--- src/rtl/dmem_pkg.sv ---
// Shared definitions for the data-memory arbiter: RV32I load/store size codes,
// arbiter states and the byte-lane helpers used by lsu_align.
package dmem_pkg;

  localparam logic [2:0] F3_B  = 3'b000;
  localparam logic [2:0] F3_H  = 3'b001;
  localparam logic [2:0] F3_W  = 3'b010;
  localparam logic [2:0] F3_BU = 3'b100;
  localparam logic [2:0] F3_HU = 3'b101;

  typedef enum logic [1:0] {
    IDLE     = 2'd0,
    WAIT_CPU = 2'd1,
    WAIT_DBG = 2'd2
  } state_e;

  // Unsigned sizes exist only for loads; any other code is rejected like a misalignment.
  function automatic logic access_bad(input logic we, input logic [2:0] f3, input logic [1:0] off);
    logic r;
    case (f3)
      F3_B:    r = 1'b0;
      F3_H:    r = off[0];
      F3_W:    r = (off != 2'b00);
      F3_BU:   r = we;
      F3_HU:   r = we | off[0];
      default: r = 1'b1;
    endcase
    return r;
  endfunction

  function automatic logic [3:0] store_be(input logic [2:0] f3, input logic [1:0] off);
    logic [3:0] r;
    case (f3)
      F3_B:    r = 4'b0001 << off;
      F3_H:    r = 4'b0011 << off;
      F3_W:    r = 4'b1111;
      default: r = 4'b0000;
    endcase
    return r;
  endfunction

  function automatic logic [31:0] store_lanes(input logic [2:0] f3, input logic [31:0] data);
    logic [31:0] r;
    case (f3)
      F3_B:    r = {4{data[7:0]}};
      F3_H:    r = {2{data[15:0]}};
      default: r = data;
    endcase
    return r;
  endfunction

  function automatic logic [31:0] load_extend(input logic [2:0] f3, input logic [1:0] off,
                                              input logic [31:0] word);
    logic [7:0]  b;
    logic [15:0] h;
    logic [31:0] r;
    b = word[{off, 3'b000} +: 8];
    h = off[1] ? word[31:16] : word[15:0];
    case (f3)
      F3_B:    r = {{24{b[7]}}, b};
      F3_H:    r = {{16{h[15]}}, h};
      F3_BU:   r = {24'b0, b};
      F3_HU:   r = {16'b0, h};
      default: r = word;
    endcase
    return r;
  endfunction

endpackage

--- src/rtl/dmem_arbiter_if.sv ---
// Bundle of CPU, debug and SRAM signals around the arbiter. slave = arbiter side,
// master = environment (MEM stage, debug loader and SRAM macro).
interface dmem_arbiter_if #(parameter int ADDR_W = 12);
  import dmem_pkg::*;

  logic              cpu_req;
  logic              cpu_we;
  logic [2:0]        cpu_funct3;
  logic [31:0]       cpu_addr;
  logic [31:0]       cpu_wdata;
  logic              cpu_stall;
  logic [31:0]       cpu_rdata;
  logic              cpu_rvalid;
  logic              cpu_misalign;

  // dbg_req is a valid that must stay high with stable fields until dbg_ready;
  // the cycle where both are high is the single transfer, no backpressure on rvalid.
  logic              dbg_req;
  logic              dbg_we;
  logic [31:0]       dbg_addr;
  logic [31:0]       dbg_wdata;
  logic              dbg_ready;
  logic [31:0]       dbg_rdata;
  logic              dbg_rvalid;

  logic              mem_en;
  logic [3:0]        mem_be;
  logic [ADDR_W-3:0] mem_addr;
  logic [31:0]       mem_wdata;
  logic [31:0]       mem_rdata;

  state_e            arb_state;

  modport slave (
    input  cpu_req, cpu_we, cpu_funct3, cpu_addr, cpu_wdata,
    output cpu_stall, cpu_rdata, cpu_rvalid, cpu_misalign,
    input  dbg_req, dbg_we, dbg_addr, dbg_wdata,
    output dbg_ready, dbg_rdata, dbg_rvalid,
    output mem_en, mem_be, mem_addr, mem_wdata,
    input  mem_rdata,
    output arb_state
  );

  modport master (
    output cpu_req, cpu_we, cpu_funct3, cpu_addr, cpu_wdata,
    input  cpu_stall, cpu_rdata, cpu_rvalid, cpu_misalign,
    output dbg_req, dbg_we, dbg_addr, dbg_wdata,
    input  dbg_ready, dbg_rdata, dbg_rvalid,
    input  mem_en, mem_be, mem_addr, mem_wdata,
    output mem_rdata,
    input  arb_state
  );

endinterface

--- src/rtl/dmem_arbiter_lsu_align.sv ---
// Combinational store lane steering / byte enables and load extraction with extension.
module lsu_align
  import dmem_pkg::*;
(
  input  logic        st_we,
  input  logic [2:0]  st_f3,
  input  logic [1:0]  st_off,
  input  logic [31:0] st_wdata,
  input  logic [2:0]  ld_f3,
  input  logic [1:0]  ld_off,
  input  logic [31:0] mem_rdata,
  output logic [3:0]  st_be,
  output logic [31:0] st_lanes,
  output logic [31:0] ld_data,
  output logic        bad
);

  assign bad      = access_bad(st_we, st_f3, st_off);
  assign st_be    = st_we ? store_be(st_f3, st_off) : 4'b0000;
  assign st_lanes = store_lanes(st_f3, st_wdata);
  assign ld_data  = load_extend(ld_f3, ld_off, mem_rdata);

endmodule

--- src/rtl/dmem_arbiter.sv ---
// Arbitrates the single-port data SRAM between the MEM stage and the debug port,
// with a starvation counter that eventually forces a debug grant.
module dmem_arbiter
  import dmem_pkg::*;
#(
  parameter int ADDR_W     = 12,
  parameter int STARVE_MAX = 8
) (
  input logic         clk,
  input logic         rst_n,
  dmem_arbiter_if.slave bus
);

  localparam int CW = $clog2(STARVE_MAX + 1);
  localparam logic [CW-1:0] SMAX = CW'(STARVE_MAX);

  state_e        state_q, state_d;
  logic [CW-1:0] starve_q, starve_d;
  logic [2:0]    ld_f3_q, ld_f3_d;
  logic [1:0]    ld_off_q, ld_off_d;

  logic [3:0]    st_be;
  logic [31:0]   st_lanes;
  logic [31:0]   ld_data;
  logic          bad;
  logic          cpu_ok;
  logic          dbg_win;

  lsu_align u_align (
    .st_we     (bus.cpu_we),
    .st_f3     (bus.cpu_funct3),
    .st_off    (bus.cpu_addr[1:0]),
    .st_wdata  (bus.cpu_wdata),
    .ld_f3     (ld_f3_q),
    .ld_off    (ld_off_q),
    .mem_rdata (bus.mem_rdata),
    .st_be     (st_be),
    .st_lanes  (st_lanes),
    .ld_data   (ld_data),
    .bad       (bad)
  );

  logic unused_addr_bits;
  assign unused_addr_bits = ^{bus.cpu_addr[31:ADDR_W], bus.dbg_addr[31:ADDR_W], bus.dbg_addr[1:0]};

  assign cpu_ok        = bus.cpu_req & ~bad;
  assign dbg_win       = bus.dbg_req & (~cpu_ok | (starve_q == SMAX));
  assign bus.arb_state = state_q;

  always_ff @(posedge clk or negedge rst_n) begin
    if (!rst_n) begin
      state_q  <= IDLE;
      starve_q <= '0;
      ld_f3_q  <= '0;
      ld_off_q <= '0;
    end else begin
      state_q  <= state_d;
      starve_q <= starve_d;
      ld_f3_q  <= ld_f3_d;
      ld_off_q <= ld_off_d;
    end
  end

  // Outputs are held at zero while rst_n is low, even with requests still asserted.
  always_comb begin
    state_d          = state_q;
    starve_d         = starve_q;
    ld_f3_d          = ld_f3_q;
    ld_off_d         = ld_off_q;
    bus.cpu_stall    = 1'b0;
    bus.cpu_rdata    = '0;
    bus.cpu_rvalid   = 1'b0;
    bus.cpu_misalign = 1'b0;
    bus.dbg_ready    = 1'b0;
    bus.dbg_rdata    = '0;
    bus.dbg_rvalid   = 1'b0;
    bus.mem_en       = 1'b0;
    bus.mem_be       = 4'b0000;
    bus.mem_addr     = '0;
    bus.mem_wdata    = '0;
    if (rst_n) begin
      case (state_q)
        IDLE: begin
          bus.cpu_misalign = bus.cpu_req & bad;
          if (dbg_win) begin
            bus.dbg_ready = 1'b1;
            bus.mem_en    = 1'b1;
            bus.mem_addr  = bus.dbg_addr[ADDR_W-1:2];
            bus.cpu_stall = cpu_ok;
            starve_d      = '0;
            if (bus.dbg_we) begin
              bus.mem_be    = 4'hF;
              bus.mem_wdata = bus.dbg_wdata;
            end else begin
              state_d = WAIT_DBG;
            end
          end else if (cpu_ok) begin
            bus.mem_en   = 1'b1;
            bus.mem_addr = bus.cpu_addr[ADDR_W-1:2];
            if (bus.dbg_req && starve_q != SMAX) starve_d = starve_q + CW'(1);
            if (bus.cpu_we) begin
              bus.mem_be    = st_be;
              bus.mem_wdata = st_lanes;
            end else begin
              bus.cpu_stall = 1'b1;
              ld_f3_d       = bus.cpu_funct3;
              ld_off_d      = bus.cpu_addr[1:0];
              state_d       = WAIT_CPU;
            end
          end
        end
        WAIT_CPU: begin
          bus.cpu_rdata  = ld_data;
          bus.cpu_rvalid = 1'b1;
          state_d        = IDLE;
        end
        WAIT_DBG: begin
          bus.dbg_rdata  = bus.mem_rdata;
          bus.dbg_rvalid = 1'b1;
          bus.cpu_stall  = bus.cpu_req;
          state_d        = IDLE;
        end
        default: state_d = IDLE;
      endcase
    end
  end

endmodule

--- src/flat_wrapper.sv ---
// flat-port wrapper written by rule: the top's interface ports become plain ports
module dmem_arbiter_flat import dmem_pkg::*;
#(
  parameter int ADDR_W     = 12,
  parameter int STARVE_MAX = 8
)
  (clk, rst_n, bus_cpu_req, bus_cpu_we, bus_cpu_funct3, bus_cpu_addr, bus_cpu_wdata, bus_cpu_stall, bus_cpu_rdata, bus_cpu_rvalid, bus_cpu_misalign, bus_dbg_req, bus_dbg_we, bus_dbg_addr, bus_dbg_wdata, bus_dbg_ready, bus_dbg_rdata, bus_dbg_rvalid, bus_mem_en, bus_mem_be, bus_mem_addr, bus_mem_wdata, bus_mem_rdata, bus_arb_state);
  dmem_arbiter_if #(.ADDR_W(ADDR_W)) bus_i ();
  input logic clk;
  input logic rst_n;
  input wire logic [$bits(bus_i.cpu_req)-1:0] bus_cpu_req;
  input wire logic [$bits(bus_i.cpu_we)-1:0] bus_cpu_we;
  input wire logic [$bits(bus_i.cpu_funct3)-1:0] bus_cpu_funct3;
  input wire logic [$bits(bus_i.cpu_addr)-1:0] bus_cpu_addr;
  input wire logic [$bits(bus_i.cpu_wdata)-1:0] bus_cpu_wdata;
  output wire logic [$bits(bus_i.cpu_stall)-1:0] bus_cpu_stall;
  output wire logic [$bits(bus_i.cpu_rdata)-1:0] bus_cpu_rdata;
  output wire logic [$bits(bus_i.cpu_rvalid)-1:0] bus_cpu_rvalid;
  output wire logic [$bits(bus_i.cpu_misalign)-1:0] bus_cpu_misalign;
  input wire logic [$bits(bus_i.dbg_req)-1:0] bus_dbg_req;
  input wire logic [$bits(bus_i.dbg_we)-1:0] bus_dbg_we;
  input wire logic [$bits(bus_i.dbg_addr)-1:0] bus_dbg_addr;
  input wire logic [$bits(bus_i.dbg_wdata)-1:0] bus_dbg_wdata;
  output wire logic [$bits(bus_i.dbg_ready)-1:0] bus_dbg_ready;
  output wire logic [$bits(bus_i.dbg_rdata)-1:0] bus_dbg_rdata;
  output wire logic [$bits(bus_i.dbg_rvalid)-1:0] bus_dbg_rvalid;
  output wire logic [$bits(bus_i.mem_en)-1:0] bus_mem_en;
  output wire logic [$bits(bus_i.mem_be)-1:0] bus_mem_be;
  output wire logic [$bits(bus_i.mem_addr)-1:0] bus_mem_addr;
  output wire logic [$bits(bus_i.mem_wdata)-1:0] bus_mem_wdata;
  input wire logic [$bits(bus_i.mem_rdata)-1:0] bus_mem_rdata;
  output wire logic [$bits(bus_i.arb_state)-1:0] bus_arb_state;
  assign bus_i.cpu_req = bus_cpu_req;
  assign bus_i.cpu_we = bus_cpu_we;
  assign bus_i.cpu_funct3 = bus_cpu_funct3;
  assign bus_i.cpu_addr = bus_cpu_addr;
  assign bus_i.cpu_wdata = bus_cpu_wdata;
  assign bus_cpu_stall = bus_i.cpu_stall;
  assign bus_cpu_rdata = bus_i.cpu_rdata;
  assign bus_cpu_rvalid = bus_i.cpu_rvalid;
  assign bus_cpu_misalign = bus_i.cpu_misalign;
  assign bus_i.dbg_req = bus_dbg_req;
  assign bus_i.dbg_we = bus_dbg_we;
  assign bus_i.dbg_addr = bus_dbg_addr;
  assign bus_i.dbg_wdata = bus_dbg_wdata;
  assign bus_dbg_ready = bus_i.dbg_ready;
  assign bus_dbg_rdata = bus_i.dbg_rdata;
  assign bus_dbg_rvalid = bus_i.dbg_rvalid;
  assign bus_mem_en = bus_i.mem_en;
  assign bus_mem_be = bus_i.mem_be;
  assign bus_mem_addr = bus_i.mem_addr;
  assign bus_mem_wdata = bus_i.mem_wdata;
  assign bus_i.mem_rdata = bus_mem_rdata;
  assign bus_arb_state = bus_i.arb_state;
  dmem_arbiter #(.ADDR_W(ADDR_W), .STARVE_MAX(STARVE_MAX)) u_core (.clk(clk), .rst_n(rst_n), .bus(bus_i));
endmodule
--- config.mk ---
export PLATFORM = sky130hd
export DESIGN_NAME = dmem_arbiter_flat
export DESIGN_NICKNAME = d
export VERILOG_FILES = /design/src/rtl/dmem_pkg.sv /design/src/rtl/dmem_arbiter_if.sv /design/src/rtl/dmem_arbiter_lsu_align.sv /design/src/rtl/dmem_arbiter.sv /design/src/flat_wrapper.sv
export SDC_FILE = /design/constraint.sdc
export NUM_CORES = 1
export LEC_CHECK = 0
export ABC_AREA = 1
export CORE_AREA = 2 2 110 112
export CTS_BUF_LIST = sky130_fd_sc_hd__clkbuf_16
export CTS_CLUSTER_SIZE = 24
export DETAILED_ROUTE_END_ITERATION = 7
export DIE_AREA = 0 0 112 114
export PLACE_DENSITY = 0.81
export SLEW_MARGIN = 20
export SYNTH_ARGS = -nofsm -noshare
export SYNTH_HDL_FRONTEND = slang
export SYNTH_SLANG_ARGS = --single-unit
--- constraint.sdc ---
create_clock -name clk -period 2.2 [get_ports clk]
set_clock_uncertainty 0.05 [all_clocks]
set_input_delay 0.22 -clock clk [delete_from_list [all_inputs] [get_ports clk]]
set_output_delay 0.22 -clock clk [all_outputs]
set_load 0.05 [all_outputs]
# Yosys cells after proc, flatten, opt, wreduce, memory -nomap -nowiden
# Cells that the tools add are included.
# W data, S select, Z words.
[word_totals]
reg_bits = 11
in_bits = 169
wordCells = 92
[classes]
addsub = 1
n_eq_ne = 14
n_shift = 3
n_mux = 51
bitwise = 9
reduce_logical = 10
[ops]
columns = ["cell", "n"]
rows = [
  ["$mux W32", 10],
  ["$pmux W32 S4", 1],
  ["$pmux W32 S2", 1],
  ["$mux W10", 4],
  ["$mux W4", 9],
  ["$shiftx A32 B6 Y8", 1],
  ["$mux W1", 17],
  ["$mux W16", 1],
  ["$eq A3 B3 Y1 const B", 4],
  ["$pmux W4 S3", 1],
  ["$mux W2", 5],
  ["$reduce_and A4 Y1", 2],
  ["$eq A3 B1 Y1 const B", 2],
  ["$logic_not A3 Y1", 2],
  ["$reduce_bool A2 Y1", 3],
  ["$pmux W1 S5", 1],
  ["$reduce_and A5 Y1", 1],
  ["$add A4 B1 Y4 const B", 1],
  ["$eq A4 B4 Y1 const B", 1],
  ["$ne A4 B4 Y1 const B", 1],
  ["$not A1 Y1", 4],
  ["$shl A1 B2 Y4 const A", 1],
  ["$shl A2 B2 Y4 const A", 1],
  ["$and A1 B1 Y1", 3],
  ["10 further kinds", 11],
]

# Longest topological paths before layout
# Gate-level depths: netlist of the first run.
[depth]
ltp_word = 10
depth_mapped = 13
mapped_depth_nobuf = 13

# Hierarchy
# From an unflattened synthesis of the first run, not the netlist that was laid out.
[hier_totals]
cells_unflattened = 651
hier_area_um2 = 3303.2
[modules_own_cells]
columns = ["module", "instances", "cells_each", "area_each_um2", "seq_area_each_um2"]
rows = [
  ["dmem_arbiter", 1, 380, 2009.4, 275.3],
  ["lsu_align", 1, 271, 1293.7, 0.0],
]

# Least setup slack after synthesis of the first run
# OpenSTA, ideal clock, no wires.
[synth_timing]
kind = "register to output"
start = "register u_core.state_q[0] (netlist: u_core.bus.arb_state[0])"
end = "output port bus_cpu_rdata[7]"
t_arrival_ns = 2.581
t_required_ns = 1.930
setup_slack_ns = -0.651
path_stages_with_launch = 8
n_path_buf = 1
path_cell_list = "dfrtp_1 inv_1 nor2_1 nand2_1 inv_1 clkbuf_1 o21ai_0 nor2_1"
[synth_between]
elab_chain_cells = 3
[synth_lines]
columns = ["item", "line", "text"]
rows = [
  ["start: declaration", "dmem_arbiter.sv:17", "state_e state_q, state_d;"],
  ["start signal: assignment", "dmem_arbiter.sv:57", "state_q <= state_d;"],
  ["$eq A2 B1 Y1", "dmem_arbiter.sv:82", "case (state_q)"],
  ["$mux W32", "dmem_arbiter.sv:82", ""],
  ["$mux W32", "dmem_arbiter.sv:81", "if (rst_n) begin"],
  ["end: declaration", "flat_wrapper.sv:17", "output wire logic [$bits(bus_i.cpu_rdata)-1:0] bus_cpu_rdata;"],
]
# No other way between the ends.

# Final worst setup path of the first run
[layout_timing]
start = "register u_core.starve_q[0]"
end = "output port bus_mem_addr[7]"
[layout_between]
elab_chain_cells = 6
[layout_lines]
columns = ["item", "line", "text"]
rows = [
  ["start: declaration", "dmem_arbiter.sv:18", "logic [CW-1:0] starve_q, starve_d;"],
  ["start signal: assignment", "dmem_arbiter.sv:58", "starve_q <= starve_d;"],
  ["$eq A4 B4 Y1", "dmem_arbiter.sv:47", "assign dbg_win = bus.dbg_req & (~cpu_ok | (starve_q == SMAX));"],
  ["$or A1 B1 Y1", "dmem_arbiter.sv:47", ""],
  ["$and A1 B1 Y1", "dmem_arbiter.sv:47", ""],
  ["$mux W10", "dmem_arbiter.sv:85", "if (dbg_win) begin"],
  ["$mux W10", "dmem_arbiter.sv:82", ""],
  ["$mux W10", "dmem_arbiter.sv:81", ""],
  ["end: declaration", "flat_wrapper.sv:29", "output wire logic [$bits(bus_i.mem_addr)-1:0] bus_mem_addr;"],
]
# No other way between the ends.

==> impl_results.md, run 1 <==
* DRC at 0
* Setup WS pre-CTS at -0.280 ns
* Die Ht at 114 um
* Worst-Skew Late Latency at 0.24 ns
* Final worst slack at -0.104 ns
* DRT Pass-1 Iters at 5
* Crit path DAT at approximately 2 ns
* Layout cells sized above 1 at 43.8%
* WP data required at between 1.5 and 2 ns
* Post-synth EDFFs at 0
* Initial Util at roughly a quarter
* Status: finished, violations left
* DR vias/cell at 5.47
* Final hold slack at 0.208 ns
* First-pass GRT wire length at 27,400 um
* Register bit total from synthesis at 11
* RSZ-0062 raised after global routing: yes
* Hold Path Depth at 3
* CTS Root Cell: clkbuf_16
* Setup_tns at -1.35 ns
* Final Core Density at 73.2%
* Final WL at about 20,000 um
* Grt ovf at 0
* Slew Limit Fails at 0
* Clock power frac at 6.2%
* Initial drt markers at 573
* H-tree depth at 1
* Maximum fanout along the worst path at 13
* Crit end category: output pin
* Synth top area cells: nand2_1 (12%), nand3_1 (11%), a21oi_1 (11%)
* Clock Pin Slew Worst Setup and Hold Paths at ~0.04 ns
* Diodes inserted at 0
* Synth Flop Type: dfrtp_1
* Gate power share at about 86%
* Io pins at 287
* Ys Warns at 0
* Syn avg cell area at 5.23 sq um
* Relative slew slack at between 40% and 50%
* Period utilization at 105%
* Startpoint types: flop
* TritonCTS clock tree: done
* Leakage at 3.49 nW
* Worst hold path class: in2reg
* Antenna violations before repair at 0
* Syn Inst Count at 549
* Finish-stage setup viols at 40
* Post-DP HPWL at between 10,000 and 15,000 um
* Final Power at 5.29 mW
* Routed Antenna Nets at 0
* Critical path type: reg2out
* Flop pwr share at ~7.7%
* Pin count of the biggest net entering global routing at 43
* # rows at 40
* Die area at 12,800 sq um
* Min Clock Period, post-route at 2.30 ns
* Core Region at 11,700 sq um
* Unique masters post-synth at 32
* Max Cap Viol at 0
* R2R cell count at 11
* Vias in the first global route at 5,329
* Vias at 5,469
* Least-Margin Pin Slew at 0.752 ns
* Sw frac at between 50% and 60%
* Layout area overhead at 199%
* Internal Power at 2.44 mW
* Synth top area share at approximately an eighth
* Top cell type by total area after synthesis: nand2_1
* PortBufs at around 240
* Register area share after synthesis at 9.59%
* Synth Net Count at about 700
* Wire per inst at 19.7 um
* Post-Syn Area at between 2000 and 3000 sq um
* Overall routing resource usage at between 20% and 30%
* Final nets at 1,024
* Placer Congestion at between 0.9 and 1
* Failing checks: setup timing
* PD cells at 616 nW/um^2
* Peak VDD IR at slightly above 0.5 mV
* Clock Path Buffers at 2
* Hold Violations, Final at 0
* Num CTS Buffers at 3
* Clock Sinks at 11
* Layout fillers at 705
* Ys async rst share at 100%
* Die Wd at between 100 and 150 um
* Max Clk Rate at around 430 MHz
* Net Switching at 2.85 mW
## power groups by stage
stage / combinational, mW / sequential [mW] / clock (mW)
after floorplan: 2.00 / 0.394 / 0
after global placement: 3.75 / 0.376 / 0
after detailed placement: 3.80 / 0.381 / 0
after CTS: 4.09 / 0.385 / 0.330
after global routing: 4.76 / 0.420 / 0.336
final: 4.55 / 0.405 / 0.327
## path summary, 6_finish.rpt
kind,from,endpoint,slack (ns)
hold / removal,bus_cpu_funct3[0],u_core.ld_f3_q[0],0.21
max in group asynchronous,rst_n,u_core.ld_off_q[1],1.57
hold reg to reg,u_core.ld_off_q[0],u_core.ld_off_q[0],0.52
min in group asynchronous,rst_n,u_core.bus.arb_state[1],0.36
setup / recovery,u_core.starve_q[0],bus_mem_addr[7],-0.10
setup reg to reg,u_core.bus.arb_state[1],u_core.starve_q[3],0.30
## layer usage
metal	global-route usage, %	wire [um]	vias to the layer above	share of wire [%]
met2	51.6	10200	383	52
li1	-	-	2450	-
met5	0	0	-	0
met1	26.8	6620	2542	34
met4	12.8	1240	0	6.3
met3	5.31	1640	94	8.3
## registers in the layout (all words and copies together), names as in the netlist
| signal | flops |
|---|---|
| u_core.ld_f3_q | 3 |
| u_core.bus.arb_state | 2 |
| u_core.starve_q | 4 |
| u_core.ld_off_q | 2 |
## worst max-delay path, stage by stage (launching register included)
cell	delay, ns
dfrtp_1	0.37
inv_2	0.07
ha_4	0.16
nand2_4	0.07
nand4_4	0.13
nand2_8	0.11
buf_8	0.15
buf_4	0.20
nand3_1	0.13
o21ai_2	0.23
buf_12	0.17
## final cells by class
cell class / count / area [sq um] / area share (%)
clock buffer: 3 / 75.1 / 0.875
clock inverter: 1 / 3.75 / 0.0438
inverter: 87 / 344 / 4.01
multi-input combinational: 412 / 3090 / 36.1
sequential: 11 / 279 / 3.25
tap: 147 / 184 / 2.14
timing repair buffer: 338 / 4600 / 53.6
## cell families after synthesis
| logic type | Yosys count | share of synthesized area (%) |
|---|---|---|
| xor+xnor | 2 | 0.611 |
| compound gates | 139 | 26.0 |
| buf+inv | 126 | 18.8 |
| flops | 11 | 9.59 |
| fa+ha+maj | 2 | 0.872 |
| simple gates | 269 | 44.0 |
## placed cells by master (no fill, tap or decap), types with 7 or more instances in the layout
cell type and instances:
clkdlybuf4s50_1 119, nand3_1 33, o21ai_0 37, buf_12 125, a21oi_1 10, nor2_1 50
buf_4 68, o21ai_1 11, nand3_2 11, inv_2 17, nor2_4 8, buf_6 10
clkbuf_16 7, o211ai_1 9, o21ai_2 13, dfrtp_1 8, nand3_4 21, nand4_1 31
inv_1 66, a21oi_4 46, nand2_1 93
## cells in the mapped netlist (2+ instances only)
library cell / n
nand2_1: 95
inv_1: 75
nand3_1: 64
a21oi_1: 61
nor2_1: 59
o21ai_0: 47
nand4_1: 31
clkbuf_1: 18
o21ai_1: 14
buf_2: 11
dfrtp_1: 11
inv_2: 11
o211ai_1: 9
buf_6: 7
a221oi_1: 6
nor3_1: 5
nor2_2: 3
buf_1: 2
ha_1: 2
nand2_2: 2
nand2_4: 2
nor2_4: 2
or2_0: 2
xor2_1: 2
## through the flow
step                      cells  area [sq um]
after CTS                   987          8100
after detailed placement    955          7390
after global routing        999          8580
after floorplan             549          3300
final                       999          8580
after global placement      955          7390
## repair_timing
item                       in CTS  in global routing
hold buffers                    0                  0
cloned                          3                  3
buffers inserted               25                  9
pin swaps                      37                 46
setup endpoints to repair      71                 75
resized for setup             108                 84
No activity file was read; power rests on OpenSTA's default activity.
==> run 2, diff against run 1 <==
Settings changed: ABC_AREA 1 to default, CORE_AREA 2 2 110 112 to 2 2 113 115, DIE_AREA 0 0 112 114 to 0 0 115 117, PLACE_DENSITY 0.81 to 0.75, TNS_END_PERCENT from default to 100.
==> impl_results.md, run 2 <==
* Status: finished, violations left
* Failing checks: setup timing
* Storage cell area at 278 sq um (-0.45%)
* Largest reg by FF count: u_core.starve_q
* Worst hold path class: in2async
* Period utilization at 107% (+2.2 points)
* First-pass GRT wire length at 22,800 um (-17%)
* Final worst slack at -0.153 ns (-0.0494 ns)
* Num CTS Buffers at 3 (unchanged)
* Leakage at 3.24 nW (-7.1%)
* Clock Pin Slew Worst Setup and Hold Paths at 0.04 ns (about the same)
* # rows at 41 (+2.5%)
* Critical Path End: bus_mem_wdata[1]
* Finish-stage setup viols at 61 (+53%)
* Number of flip-flops in the largest register at 4 (unchanged)
* R2R Setup Slk at 0.19 ns (-0.11 ns)
* Relative slew slack at 64.3% (+15 points)
* Die area at 13,500 sq um (+5.4%)
* Post-synth EDFFs at 0 (unchanged)
* PD cells at 344 nW/um^2 (-44%)
* Die Wd at 115 um (+2.7%)
* DRT Pass-1 Iters at 4 (-1)
* Placer Congestion at 0.892 (-3.3%)
* Layout area overhead at 209%
* Crit end category: output pin
* PortBufs at 244 (unchanged)
* Post-DP HPWL at 12,800 um (-2.5%)
* Proportion of synthesized area in mux cells at 16.3% (+16 points)
* Syn avg cell area at 7.47 sq um (+43%)
* Commonest non-fill, non-tap cells in the layout: buf_12 (125), clkdlybuf4s50_1 (117), buf_4 (54), nand2_1 (22), mux2i_1 (22)
* Final hold slack at 0.0646 ns (-0.143 ns)
* TritonCTS clock tree: done
* Clock Sinks at 11 (unchanged)
* Io pins at 287 (unchanged)
* Area of the multi-input gates at 2900 sq um (-6.1%)
* Routed Antenna Nets at 0 (unchanged)
* H-tree depth at 1 (unchanged)
* Worst Setup SP: u_core.starve_q[1]
* Simple-gate share of the synthesized area at 25.4% (-19 points)
* Final Power at 2.74 mW (-48%)
* Final WL at 16,500 um (-16%)
* Crit path DAT at 2.08 ns (+0.05 ns)
* Biggest regs: u_core.starve_q (4), u_core.ld_f3_q (3)
* Register area share after synthesis at 10.7% (+1.1 points)
* Top cells by count, synth: nor2_1 (34), mux2i_1 (24), nand2_1 (24), inv_1 (21)
* R2R Path End: u_core.ld_f3_q[1]
* Slew Limit Fails at 0 (unchanged)
* Final nets at 818 (-20%)
* Core Region at 12,300 sq um (+5.1%)
* Initial drt markers at 202 (-65%)
* Layout fillers at 884 (+25%)
* Layout cells sized above 1 at 53.9% (+10 points)
* Least-Margin Pin Slew at 0.533 ns (-0.219 ns)
* Wire per inst at 20.7 um (+5.1%)
* Register bit total from synthesis at 11 (unchanged)
* Most common cell in the netlist: nor2_1
* Vias at 4,253 (-22%)
* Peak VDD IR at 0.247 mV (-52%)
* Initial Util at 21.0% (-3.5 points)
* DR vias/cell at 5.34 (-2.4%)
* Syn Inst Count at 346 (-37%)
* Critical path type: reg2out
* Commonest non-fill, non-tap cell in the layout: buf_12
* Ys async rst share at 100% (unchanged)
* Largest family of logic cells by synthesized area: compound AO/OA/AOI/OAI gates
* Min Clock Period, post-route at 2.35 ns (+0.0494 ns)
* RSZ-0062 raised after global routing: yes
* WP data required at 1.93 ns (about the same)
* Max Clk Rate at 425 MHz (-2.1%)
* Diodes inserted at 0 (unchanged)
* CTS Root Cell: clkbuf_16
* Post-Syn Area at 2580 sq um (-9.9%)
* Antenna violations before repair at 0 (unchanged)
* Synth Area in Adders at 0.969% (+0.096 points)
* Startpoint types: flop
* Synth top area share at 10.7% (-1.8 points)
* Hold Violations, Final at 0 (unchanged)
* Compound-Gate Fraction of Synth Area at 37.1% (+11 points)
* Top cell type by total area after synthesis: dfrtp_1
* R2R cell count at 8 (-3)
* Setup WS pre-CTS at -0.531 ns (-0.250 ns)
* Die Ht at 117 um (+2.6%)
* Maximum fanout along the worst path at 5 (-8)
* Synth Net Count at 517 (-28%)
* Synth top area cells: dfrtp_1 (11%), mux2i_1 (9.3%), a22o_1 (6.1%)
* Pin count of the biggest net entering global routing at 24 (-44%)
* Clock Path Buffers at 2 (unchanged)
* Unique masters post-synth at 55 (+72%)
* Vias in the first global route at 4,308 (-19%)
* Hold_buf cts at 0 (unchanged)
* Synth Area in XOR/XNOR at 0.678% (+0.067 points)
* Worst R2R Start: u_core.starve_q[1]
* DRC at 0 (unchanged)
* Max Cap Viol at 0 (unchanged)
* Worst-Skew Late Latency at 0.24 ns (about the same)
* Synth Flop Type: dfrtp_1
* Ys Warns at 0 (unchanged)
* Overall routing resource usage at 21.6% (-4.9 points)
* Grt ovf at 0 (unchanged)
[run 2: worst min-delay path by stage]
stage,slack (ns),startpoint,end,cells past startpoint
after CTS,0.07,rst_n,u_core.starve_q[3],2
after global routing,0.07,rst_n,u_core.starve_q[3],2
after detailed placement,0.52,u_core.ld_f3_q[0],u_core.ld_f3_q[0],1
after floorplan,-0.13,rst_n,u_core.bus.arb_state[0],0
final,0.06,rst_n,u_core.starve_q[1],2
after global placement,0.50,u_core.starve_q[3],u_core.starve_q[3],2
[run 2: critical path, cell delays in order (launching register included)]
cell      delay [ns]
dfrtp_1         0.39
inv_2           0.09
ha_4            0.14
nand4b_1        0.23
o211a_1         0.27
and3_4          0.19
buf_6           0.14
a22o_4          0.25
buf_12          0.14
[run 2: layout make-up]
| cell class | count | area share, % |
|---|---|---|
| timing repair buffer | 326 | 55.6 |
| multi-input combinational | 282 | 36.4 |
| sequential | 11 | 3.48 |
| tap | 150 | 2.35 |
| inverter | 23 | 1.11 |
| clock buffer | 3 | 0.942 |
| clock inverter | 1 | 0.0471 |
[run 2: where the power goes]
| part | total [mW] | internal, mW | leakage, nW | switching (mW) |
|---|---|---|---|---|
| clock network | 0.335 | 0.239 | 0.0423 | 0.0956 |
| logic | 2.09 | 1.01 | 3.06 | 1.09 |
| registers | 0.311 | 0.239 | 0.140 | 0.0726 |
| total | 2.74 | 1.49 | 3.24 | 1.25 |
[run 2: cell families after synthesis]
logic type	after synthesis
buffers and inverters	53
adder cells (fa/ha/maj)	2
AND/OR/NAND/NOR	124
AO/OA/AOI/OAI	115
flip-flops	11
XOR/XNOR	2
multiplexers	39
[run 2: per-stage QoR]
step                TNS (ns)  cells  util, %  cell area, sq um
floorplan              -2.02    346        -              2940
global placement      -21.87    770     57.6              7090
detailed placement    -25.48    770     57.6              7090
CTS                    -1.18    783     60.1              7400
global route           -9.07    796     64.8              7970
finish                 -5.09    796     64.8              7970
[run 2: timing repair]
action | 4_1_cts | 5_1_grt
resized for setup | 47 | 72
gates cloned | 0 | 6
endpoints found under the setup margin | 82 | 63
pin swaps | 18 | 21
setup buffers | 9 | 12
hold endpoints to repair | 0 | 0
[run 2: per-layer routing]
metal | track usage, % | wire length (um)
met1 | 22.8 | 5740
met2 | 41.6 | 8940
met3 | 4.12 | 1160
met4 | 9.48 | 663
met5 | 0 | 0
==> run 3, diff against run 2 <==
Settings changed: CELL_PAD_IN_SITES_DETAIL_PLACEMENT from default to 1, CELL_PAD_IN_SITES_GLOBAL_PLACEMENT from default to 1, CORE_AREA 2 2 113 115 to default, CORE_ASPECT_RATIO from default to 0.9, CORE_MARGIN from default to 1.5, CORE_UTILIZATION from default to 18, DIE_AREA 0 0 115 117 to default, PLACE_DENSITY 0.75 to 0.95, RECOVER_POWER from default to 25.
==> impl_results.md, run 3 (synthesis results as in run 2) <==
* Final hold slack at 0.461 ns (+0.396 ns)
* Net Switching at 1.63 mW (+30%)
* Antenna violations before repair at 1 (+1)
* CP max-delay cell: mux4_2
* DRC at 0 (unchanged)
* Relative slew slack at 51.9% (-12 points)
* Least-Margin Pin Slew at 0.722 ns (+0.188 ns)
* Max Cap Viol at 0 (unchanged)
* Core Region at 14,000 sq um (+14%)
* Post-route cell area at 8730 sq um (+9.4%)
* Final Power at 3.34 mW (+22%)
* Maximum fanout along the worst path at 8 (+3)
* Gate power share at 79.5% (+3.1 points)
* Slew Limit Fails at 0 (unchanged)
* Crit path DAT at 2.19 ns (+0.11 ns)
* Vias at 5,000 (+18%)
* Commonest non-fill, non-tap cell in the layout: buf_12
* Wire per inst at 31.6 um (+53%)
* Area of the multi-input gates at 3210 sq um (+10%)
* Die Wd at 129 um (+12%)
* Max Clk Rate at 407 MHz (-4.3%)
* Die area at 15,100 sq um (+12%)
* Startpoint types: flop
* Finish-stage setup viols at 80 (+31%)
* Layout cells sized above 1 at 58.7% (+4.8 points)
* Initial Util at 18.4% (-2.5 points)
* Commonest non-fill, non-tap cells in the layout: buf_12 (132), clkdlybuf4s50_1 (117), buf_4 (66), buf_6 (28), mux2i_1 (24)
* Sw frac at 48.6% (+2.8 points)
* Die Ht at 117 um (-0.29%)
* Failing checks: setup timing
* Biggest regs: u_core.starve_q (4), u_core.ld_f3_q (3)
* Setup WS pre-CTS at -0.556 ns (-0.0250 ns)
* Clock Sinks at 11 (unchanged)
* Hold Violations, Final at 0 (unchanged)
* Setup_tns at -11.98 ns (-6.89 ns)
* Crit path largest cell delay at 0.60 ns (+0.21 ns)
* Pin count of the biggest net entering global routing at 18 (-25%)
* CP Cell Sequence: mux4_2 > nand2b_4 > a2111oi_4 > buf_4 > clkbuf_16 > a21o_4 > buf_12
* Clock Pin Slew Worst Setup and Hold Paths at 0.06 ns (+0.02 ns)
* Period utilization at 112% (+4.8 points)
* DP Area at 7160 sq um (+1.1%)
* Initial drt markers at 393 (+95%)
* Crit end category: output pin
* Status: finished, violations left
* First-pass GRT wire length at 35,600 um (+56%)
* Placer Congestion at 0.851 (-4.5%)
* DRT Pass-1 Iters at 5 (+1)
* Routed Antenna Nets at 0 (unchanged)
* CTS Root Cell: clkbuf_16
* Storage cell area at 279 sq um (+0.45%)
* RSZ-0062 raised after global routing: yes
* Internal Power at 1.72 mW (+16%)
* Final nets at 855 (+4.5%)
* Vias in the first global route at 5,297 (+23%)
* Worst hold path class: in2reg
* DR vias/cell at 5.70 (+6.7%)
* Layout area overhead at 238%
* PortBufs at 244 (unchanged)
* Io pins at 287 (unchanged)
* Overall routing resource usage at 32.1% (+10 points)
* Critical path type: reg2out
* Final WL at 27,700 um (+68%)
* WP data required at 1.93 ns (about the same)
* Leakage at 3.50 nW (+8.2%)
* # rows at 41 (unchanged)
* Grt ovf at 0 (unchanged)
* PD cells at 383 nW/um^2 (+12%)
* Flop pwr share at 9.9% (-1.5 points)
* Clock power frac at 10.6% (-1.6 points)
* Final Core Density at 62.3% (-2.4 points)
* Post-DP HPWL at 16,200 um (+27%)
* Largest reg by FF count: u_core.starve_q
* Final worst slack at -0.259 ns (-0.106 ns)
* Min Clock Period, post-route at 2.46 ns (+0.106 ns)
* Num CTS Buffers at 3 (unchanged)
* Placed cells at 816 (+6.0%)
* Layout fillers at 1,368 (+55%)
* Number of flip-flops in the largest register at 4 (unchanged)
* Worst-Skew Late Latency at 0.24 ns (about the same)
* Peak VDD IR at 0.257 mV (+4.1%)
* Clock Path Buffers at 2 (unchanged)
* Fin cells at 877 (+10%)
* TritonCTS clock tree: done
* H-tree depth at 1 (unchanged)
## run 3: changes by cell type in the layout (fill, tap and decap cells not counted), sizes merged, moves of 2 or more
cell | before | now
buf | 196 | 229
clkbuf | 6 | 12
clkdlybuf4s15 | 3 | 1
clkinv | 2 | 0
inv | 22 | 24
## run 3: cell type report
cell class,count,area share [%]
diodes,1,0.0287
flip-flops and latches,11,3.20
multi-input cells,283,36.7
repair buffers,362,55.3
clock inverters,1,0.0430
well taps,193,2.77
clock buffers,3,0.860
inverters,23,1.08
## run 3: final timing paths
| check | from | end | slack (ns) | cells past startpoint |
|---|---|---|---|---|
| setup reg to reg | u_core.bus.arb_state[0] | u_core.ld_off_q[1] | 0.01 | 6 |
| hold / removal | bus_cpu_addr[1] | u_core.ld_off_q[1] | 0.46 | 3 |
| hold reg to reg | u_core.starve_q[1] | u_core.starve_q[1] | 0.67 | 3 |
| max in group asynchronous | rst_n | u_core.bus.arb_state[1] | 0.92 | 4 |
| setup / recovery | u_core.ld_off_q[1] | bus_cpu_rdata[21] | -0.26 | 7 |
| min in group asynchronous | rst_n | u_core.starve_q[2] | 0.52 | 4 |
## run 3: metal layers
| layer | routed length (um) | vias up | GRT usage [%] |
|---|---|---|---|
| met3 | 2270 | 125 | 7.83 |
| met2 | 13700 | 402 | 55.9 |
| met5 | 0 | - | 0 |
| met4 | 1890 | 0 | 17.4 |
| li1 | - | 1994 | - |
| met1 | 9890 | 2479 | 36.2 |
## run 3: power groups by stage
stage          sequential, mW  combinational (mW)  clock (mW)
2_1_floorplan           0.279               0.915           0
3_3_place_gp            0.291                1.80           0
3_5_place_dp            0.299                1.89           0
4_1_cts                 0.305                2.16       0.352
5_1_grt                 0.330                2.71       0.365
6_report                0.332                2.66       0.354
## run 3: timing repair
item | CTS | global route
setup buffers | 29 | 23
resized for setup | 103 | 94
hold buffers | 0 | 0
pin swaps | 37 | 37
gates cloned | 6 | 3
endpoints found under the setup margin | 111 | 102
hold endpoints to repair | 0 | 0
## run 3: worst max-delay path: cells and delay by family (launching register included)
kind            cells  cell delay, ns
compound gates      2            0.27
buf+inv             3            0.49
flops               1            0.43
mux                 1            0.60
simple gates        1            0.13
